### src/rtl/reg_file_wb_if.sv
// reg_file_wb_if: writeback/decode-side bundle for the integer register file
interface reg_file_wb_if #(
    parameter int DATA_W = 32,
    parameter int ADDR_W = 5
);
    logic              we;
    logic [ADDR_W-1:0] wR;
    logic [DATA_W-1:0] wD;
    logic [ADDR_W-1:0] rR1;
    logic [ADDR_W-1:0] rR2;
    logic              rs1_used;
    logic              rs2_used;
    logic              busy_set;
    logic [ADDR_W-1:0] busy_rd;
    logic [DATA_W-1:0] rD1;
    logic [DATA_W-1:0] rD2;
    logic              stall;
    logic [ADDR_W:0]   busy_cnt;
    modport master (
        output we, wR, wD, rR1, rR2, rs1_used, rs2_used, busy_set, busy_rd,
        input  rD1, rD2, stall, busy_cnt
    );
    modport slave (
        input  we, wR, wD, rR1, rR2, rs1_used, rs2_used, busy_set, busy_rd,
        output rD1, rD2, stall, busy_cnt
    );
endinterface

### src/rtl/reg_file_wb.sv
// reg_file_wb: register file with write bypass and pending-write scoreboard
module reg_file_wb #(
    parameter int DATA_W = 32,
    parameter int ADDR_W = 5,
    parameter bit BYPASS = 1'b1
) (
    input logic          clk,
    input logic          rst,
    reg_file_wb_if.slave bus
);
    localparam int NREG = 2 ** ADDR_W;
    logic [DATA_W-1:0] regs_q [NREG];
    logic [DATA_W-1:0] regs_d [NREG];
    logic [NREG-1:0]   busy_q, busy_d;
    logic [ADDR_W:0]   cnt_q, cnt_d;
    logic              wr, set, byp1, byp2;
    always_comb begin
        wr     = bus.we && bus.wR != '0;
        set    = bus.busy_set && bus.busy_rd != '0;
        byp1   = BYPASS && bus.we && bus.wR == bus.rR1;
        byp2   = BYPASS && bus.we && bus.wR == bus.rR2;
        regs_d = regs_q;
        busy_d = busy_q;
        if (wr) begin
            regs_d[bus.wR] = bus.wD;
            busy_d[bus.wR] = 1'b0;
        end
        // a new producer supersedes the one retiring this cycle
        if (set)
            busy_d[bus.busy_rd] = 1'b1;
        cnt_d = '0;
        for (int i = 0; i < NREG; i++)
            cnt_d = cnt_d + {{ADDR_W{1'b0}}, busy_d[i]};
        bus.rD1      = bus.rR1 == '0 ? '0 : byp1 ? bus.wD : regs_q[bus.rR1];
        bus.rD2      = bus.rR2 == '0 ? '0 : byp2 ? bus.wD : regs_q[bus.rR2];
        bus.stall    = (bus.rs1_used && bus.rR1 != '0 && busy_q[bus.rR1] && !byp1) ||
                       (bus.rs2_used && bus.rR2 != '0 && busy_q[bus.rR2] && !byp2);
        bus.busy_cnt = cnt_q;
    end
    always_ff @(posedge clk or posedge rst) begin
        if (rst) begin
            for (int i = 0; i < NREG; i++)
                regs_q[i] <= '0;
            busy_q <= '0;
            cnt_q  <= '0;
        end else begin
            regs_q <= regs_d;
            busy_q <= busy_d;
            cnt_q  <= cnt_d;
        end
    end
endmodule

### src/flat_wrapper.sv
// flat-port wrapper written by rule: the top's interface ports become plain ports
module reg_file_wb_flat 
#(
    parameter int DATA_W = 32,
    parameter int ADDR_W = 5,
    parameter bit BYPASS = 1'b1
)
  (clk, rst, bus_we, bus_wR, bus_wD, bus_rR1, bus_rR2, bus_rs1_used, bus_rs2_used, bus_busy_set, bus_busy_rd, bus_rD1, bus_rD2, bus_stall, bus_busy_cnt);
  reg_file_wb_if #(.DATA_W(DATA_W), .ADDR_W(ADDR_W)) bus_i ();
  input logic clk;
  input logic rst;
  input wire logic [$bits(bus_i.we)-1:0] bus_we;
  input wire logic [$bits(bus_i.wR)-1:0] bus_wR;
  input wire logic [$bits(bus_i.wD)-1:0] bus_wD;
  input wire logic [$bits(bus_i.rR1)-1:0] bus_rR1;
  input wire logic [$bits(bus_i.rR2)-1:0] bus_rR2;
  input wire logic [$bits(bus_i.rs1_used)-1:0] bus_rs1_used;
  input wire logic [$bits(bus_i.rs2_used)-1:0] bus_rs2_used;
  input wire logic [$bits(bus_i.busy_set)-1:0] bus_busy_set;
  input wire logic [$bits(bus_i.busy_rd)-1:0] bus_busy_rd;
  output wire logic [$bits(bus_i.rD1)-1:0] bus_rD1;
  output wire logic [$bits(bus_i.rD2)-1:0] bus_rD2;
  output wire logic [$bits(bus_i.stall)-1:0] bus_stall;
  output wire logic [$bits(bus_i.busy_cnt)-1:0] bus_busy_cnt;
  assign bus_i.we = bus_we;
  assign bus_i.wR = bus_wR;
  assign bus_i.wD = bus_wD;
  assign bus_i.rR1 = bus_rR1;
  assign bus_i.rR2 = bus_rR2;
  assign bus_i.rs1_used = bus_rs1_used;
  assign bus_i.rs2_used = bus_rs2_used;
  assign bus_i.busy_set = bus_busy_set;
  assign bus_i.busy_rd = bus_busy_rd;
  assign bus_rD1 = bus_i.rD1;
  assign bus_rD2 = bus_i.rD2;
  assign bus_stall = bus_i.stall;
  assign bus_busy_cnt = bus_i.busy_cnt;
  reg_file_wb #(.DATA_W(DATA_W), .ADDR_W(ADDR_W), .BYPASS(BYPASS)) u_core (.clk(clk), .rst(rst), .bus(bus_i));
endmodule
### config.mk
export PLATFORM = sky130hd
export DESIGN_NAME = reg_file_wb_flat
export DESIGN_NICKNAME = d
export VERILOG_FILES = /design/src/rtl/reg_file_wb_if.sv /design/src/rtl/reg_file_wb.sv /design/src/flat_wrapper.sv
export SDC_FILE = /design/constraint.sdc
export NUM_CORES = 2
export LEC_CHECK = 0
export ABC_CLOCK_PERIOD_IN_PS = 49800
export BUFFER_PORTS_ARGS = -buffer_cell sky130_fd_sc_hd__buf_2
export CAP_MARGIN = 20
export CORE_MARGIN = 3
export CORE_UTILIZATION = 50
export CTS_CLUSTER_DIAMETER = 200
export CTS_CLUSTER_SIZE = 14
export DETAILED_ROUTE_END_ITERATION = 10
export PLACE_DENSITY = 0.65
export SLEW_MARGIN = 0
export SYNTH_ARGS = -nofsm -noshare
export SYNTH_HDL_FRONTEND = slang
export SYNTH_SLANG_ARGS = --single-unit
### constraint.sdc
create_clock -name clk -period 49.8 [get_ports clk]
set_clock_uncertainty 0.2 [all_clocks]
set_input_delay 7.47 -clock clk [delete_from_list [all_inputs] [get_ports clk]]
set_output_delay 7.47 -clock clk [all_outputs]
set_load 0.05 [all_outputs]
==> results.md <==
* Die height at 347.8 µm
* Largest net degree at the start of global routing at 152
* Sequential share of power at 0.447
* Finish-stage setup viols at 0
* Maximum vdd drop at 0.09854 mV
* Layout Cells excl Fill at 5510
* Die area at 121000 µm²
* Port buffer count at 128
* Initial drt markers at 4910
* Clock latency on the worst-skew pair at 0.68 ns
* Worst Path Required at 42.13 ns
* Post-synth EDFFs at 0
* Drt wl/cell at 36.09 µm
* Root Buffer: clkbuf_16
* Routed Antenna Nets at 0
* Clk pwr share at 0.241
* Finished layout cell area at 61790 µm²
* Synth async-reset ratio at 1.000
* Gp weighted congestion at 0.8459
* Syn Nets at 4226
* Cts hold-fix bufs at 0
* Fin nets at 4081
* CTS tree: yes
* Tightest Pin Transition at 1.241 ns
* First-pass GRT wire length at 287700 µm
* Max FO, Critical Path at 112
* Number of buffers on the longest clock path at 3
* FP Rows at 124
* Post-synth top flop: dfrtp_1
* Area grow syn2layout at 5.788%
* CP endpoint kind: output pin
* Vias in the first global route at 39040
* Final Slew Violations at 0
* WP data arrival at 11.79 ns
* Total Routing Usage GR at 0.3290
* Post-CTS Resized at 0
* Normalized max-slew margin at 0.1730
* MaxCap Viol Count at 0
* Critical-path cell list: buf_8 -> buf_4 -> buf_12 -> mux4_2 -> mux2i_1 -> a2111oi_0 -> nor4_1 -> nor2_1 -> buf_2
* Layout cells sized above 1 at 0.4555
* Die Span X at 347.8 µm
* Period utilisation layout at 0.3908
* Final min period at 19.46 ns
* Critical Path Slowest Stage Cell: buf_4
* Internal power at 1762 µW
* Combinational share of power at 0.312
* DP HPWL at 106500 µm
* Total CTS buffers at 85
* DP Area at 59550 µm²
* Final Hold Vio Count at 0
* WS Path Type: primary input to output pin
* Total number of vias at 39200
* Post-synthesis sequential area ratio at 0.4550
* Htree depth at 3
* First-pass detailed-route iteration total at 6
* #FFs+latches synth at 1062
* Cells after synthesis at 4136
* Routed WL at 198900 µm
* Switching share of power at 0.3208
* Setup TNS at 0 ns
* Pwr Total at 2594 µW
* Fmax achieved at 0.05138 GHz
* Syn avg cell area at 14.12 µm²
* RSZ-0062 raised after global routing: no
* Mapped Area at 58410 µm²
* Worst path buffer plus inverter count at 4
* Placed cells at 5415
* Post-synth cell types at 76
* Post-CTS Repair Setup Buffers at 0
* Warnings, synthesis at 0
* Critical Path Start Type: primary input
* Initial antenna violation count at 7
* GRT overflow at 0
* Initial Utilization at 0.5074
* Core area at 115100 µm²
* Commonest non-fill, non-tap cell in the layout: dfrtp_1
* Leakage at 0.02739 µW
* Critical path's largest stage delay at 0.78 ns
* Most frequent cells in the layout: dfrtp_1 (1062), mux2_2 (1044), mux4_2 (391)
* DR DRC count at 0
* Via/cell ratio at 7.114
* Run status: completed
* Hold Crit Class: flop to flop
* Cell Pwr Density at 41.98 nW/µm²
* Clk sink count at 1062
* Net switching power at 832.2 µW
* Clock transition at path regs at 0.07 ns
* I/O Pins at 129
* Crit path max-delay family: buffers and inverters
-- flip-flops by register name, indices dropped and copies added, names as in the netlist --
signal and cells:
u_core.regs_q 1024, u_core.busy_q 32, u_core.bus.busy_cnt 6
-- cells by family (layout without fill, tap and decap cells) --
logic type	after synthesis	count (layout)	share of synthesized area
mux	1672	1672	0.3996
flops	1062	1062	0.4550
buf+inv	511	368	0.04571
compound gates	442	442	0.05529
simple gates	404	404	0.03250
fa+ha+maj	32	32	0.009939
xor+xnor	13	13	0.001949
other cells	0	5	0
-- power groups by stage --
stage,sequential (µW),combinational [µW],clock (µW)
finish,1160,811,625
global route,1180,897,665
CTS,1150,813,633
detailed placement,1170,810,0
global placement,1160,791,0
floorplan,1140,651,0
-- routing by layer --
metal,global-route usage,wire length [µm],vias to the layer above,share of wire
met4,0.1526,10600,2,0.053
li1,-,-,15450,-
met2,0.5077,90440,2257,0.45
met1,0.4483,77790,21000,0.39
met3,0.07161,20020,490,0.10
met5,0,13,-,0.000065
-- stage by stage --
step / hold slack [ns] / utilization / setup WS [ns]
floorplan: 0.2383 / - / 12.24
global placement: 0.1765 / 0.5173 / 30.46
detailed placement: 0.1792 / 0.5173 / 30.40
CTS: 0.1973 / 0.5364 / 30.39
global route: 0.2097 / 0.5367 / 30.17
finish: 0.1954 / 0.5368 / 30.34
-- cell type report --
| cell class | instances | area (µm²) |
|---|---|---|
| clock inverter | 1 | 8.758 |
| clock buffer | 88 | 2191 |
| tap | 1512 | 1892 |
| antenna | 5 | 12.51 |
| inverter | 59 | 230.2 |
| fill | 9526 | 53330 |
| sequential | 1062 | 26580 |
| multi-input combinational | 2563 | 29430 |
| timing repair buffer | 220 | 1449 |
-- cells in the mapped netlist (18+ instances only) --
cell type	n	area, µm²
a22o_1	28	245.2
a2111oi_0	23	201.4
mux2_2	1044	11760
nand2_1	171	641.9
mux4_2	391	8806
nor2_1	85	319.1
a22oi_1	87	653.1
a221oi_1	22	192.7
buf_6	29	326.6
buf_4	34	255.2
o21ai_0	47	235.2
mux2i_1	198	1982
nor3_1	35	175.2
clkbuf_1	178	668.1
inv_1	58	217.7
nand2b_1	18	112.6
fa_1	24	480.5
a221o_1	25	250.2
o22ai_1	86	538.0
buf_2	111	555.5
dfrtp_1	1062	26580
a21oi_1	47	235.2
buf_1	78	292.8
mux4_1	24	630.6
-- path summary, 6_finish.rpt --
kind / start / end / slack (ns) / cells past startpoint
max: bus_rR1[0] / bus_rD1[30] / 30.34 / 9
min: u_core.regs_q[992] / u_core.regs_q[992] / 0.20 / 0
max reg2reg: u_core.busy_q[1] / u_core.bus.busy_cnt[4] / 44.40 / 15
min reg2reg: u_core.regs_q[992] / u_core.regs_q[992] / 0.20 / 0
max in group asynchronous: rst / u_core.regs_q[84] / 39.61 / 5
min in group asynchronous: rst / u_core.regs_q[449] / 6.71 / 2
No activity file was read; power rests on OpenSTA's default activity.
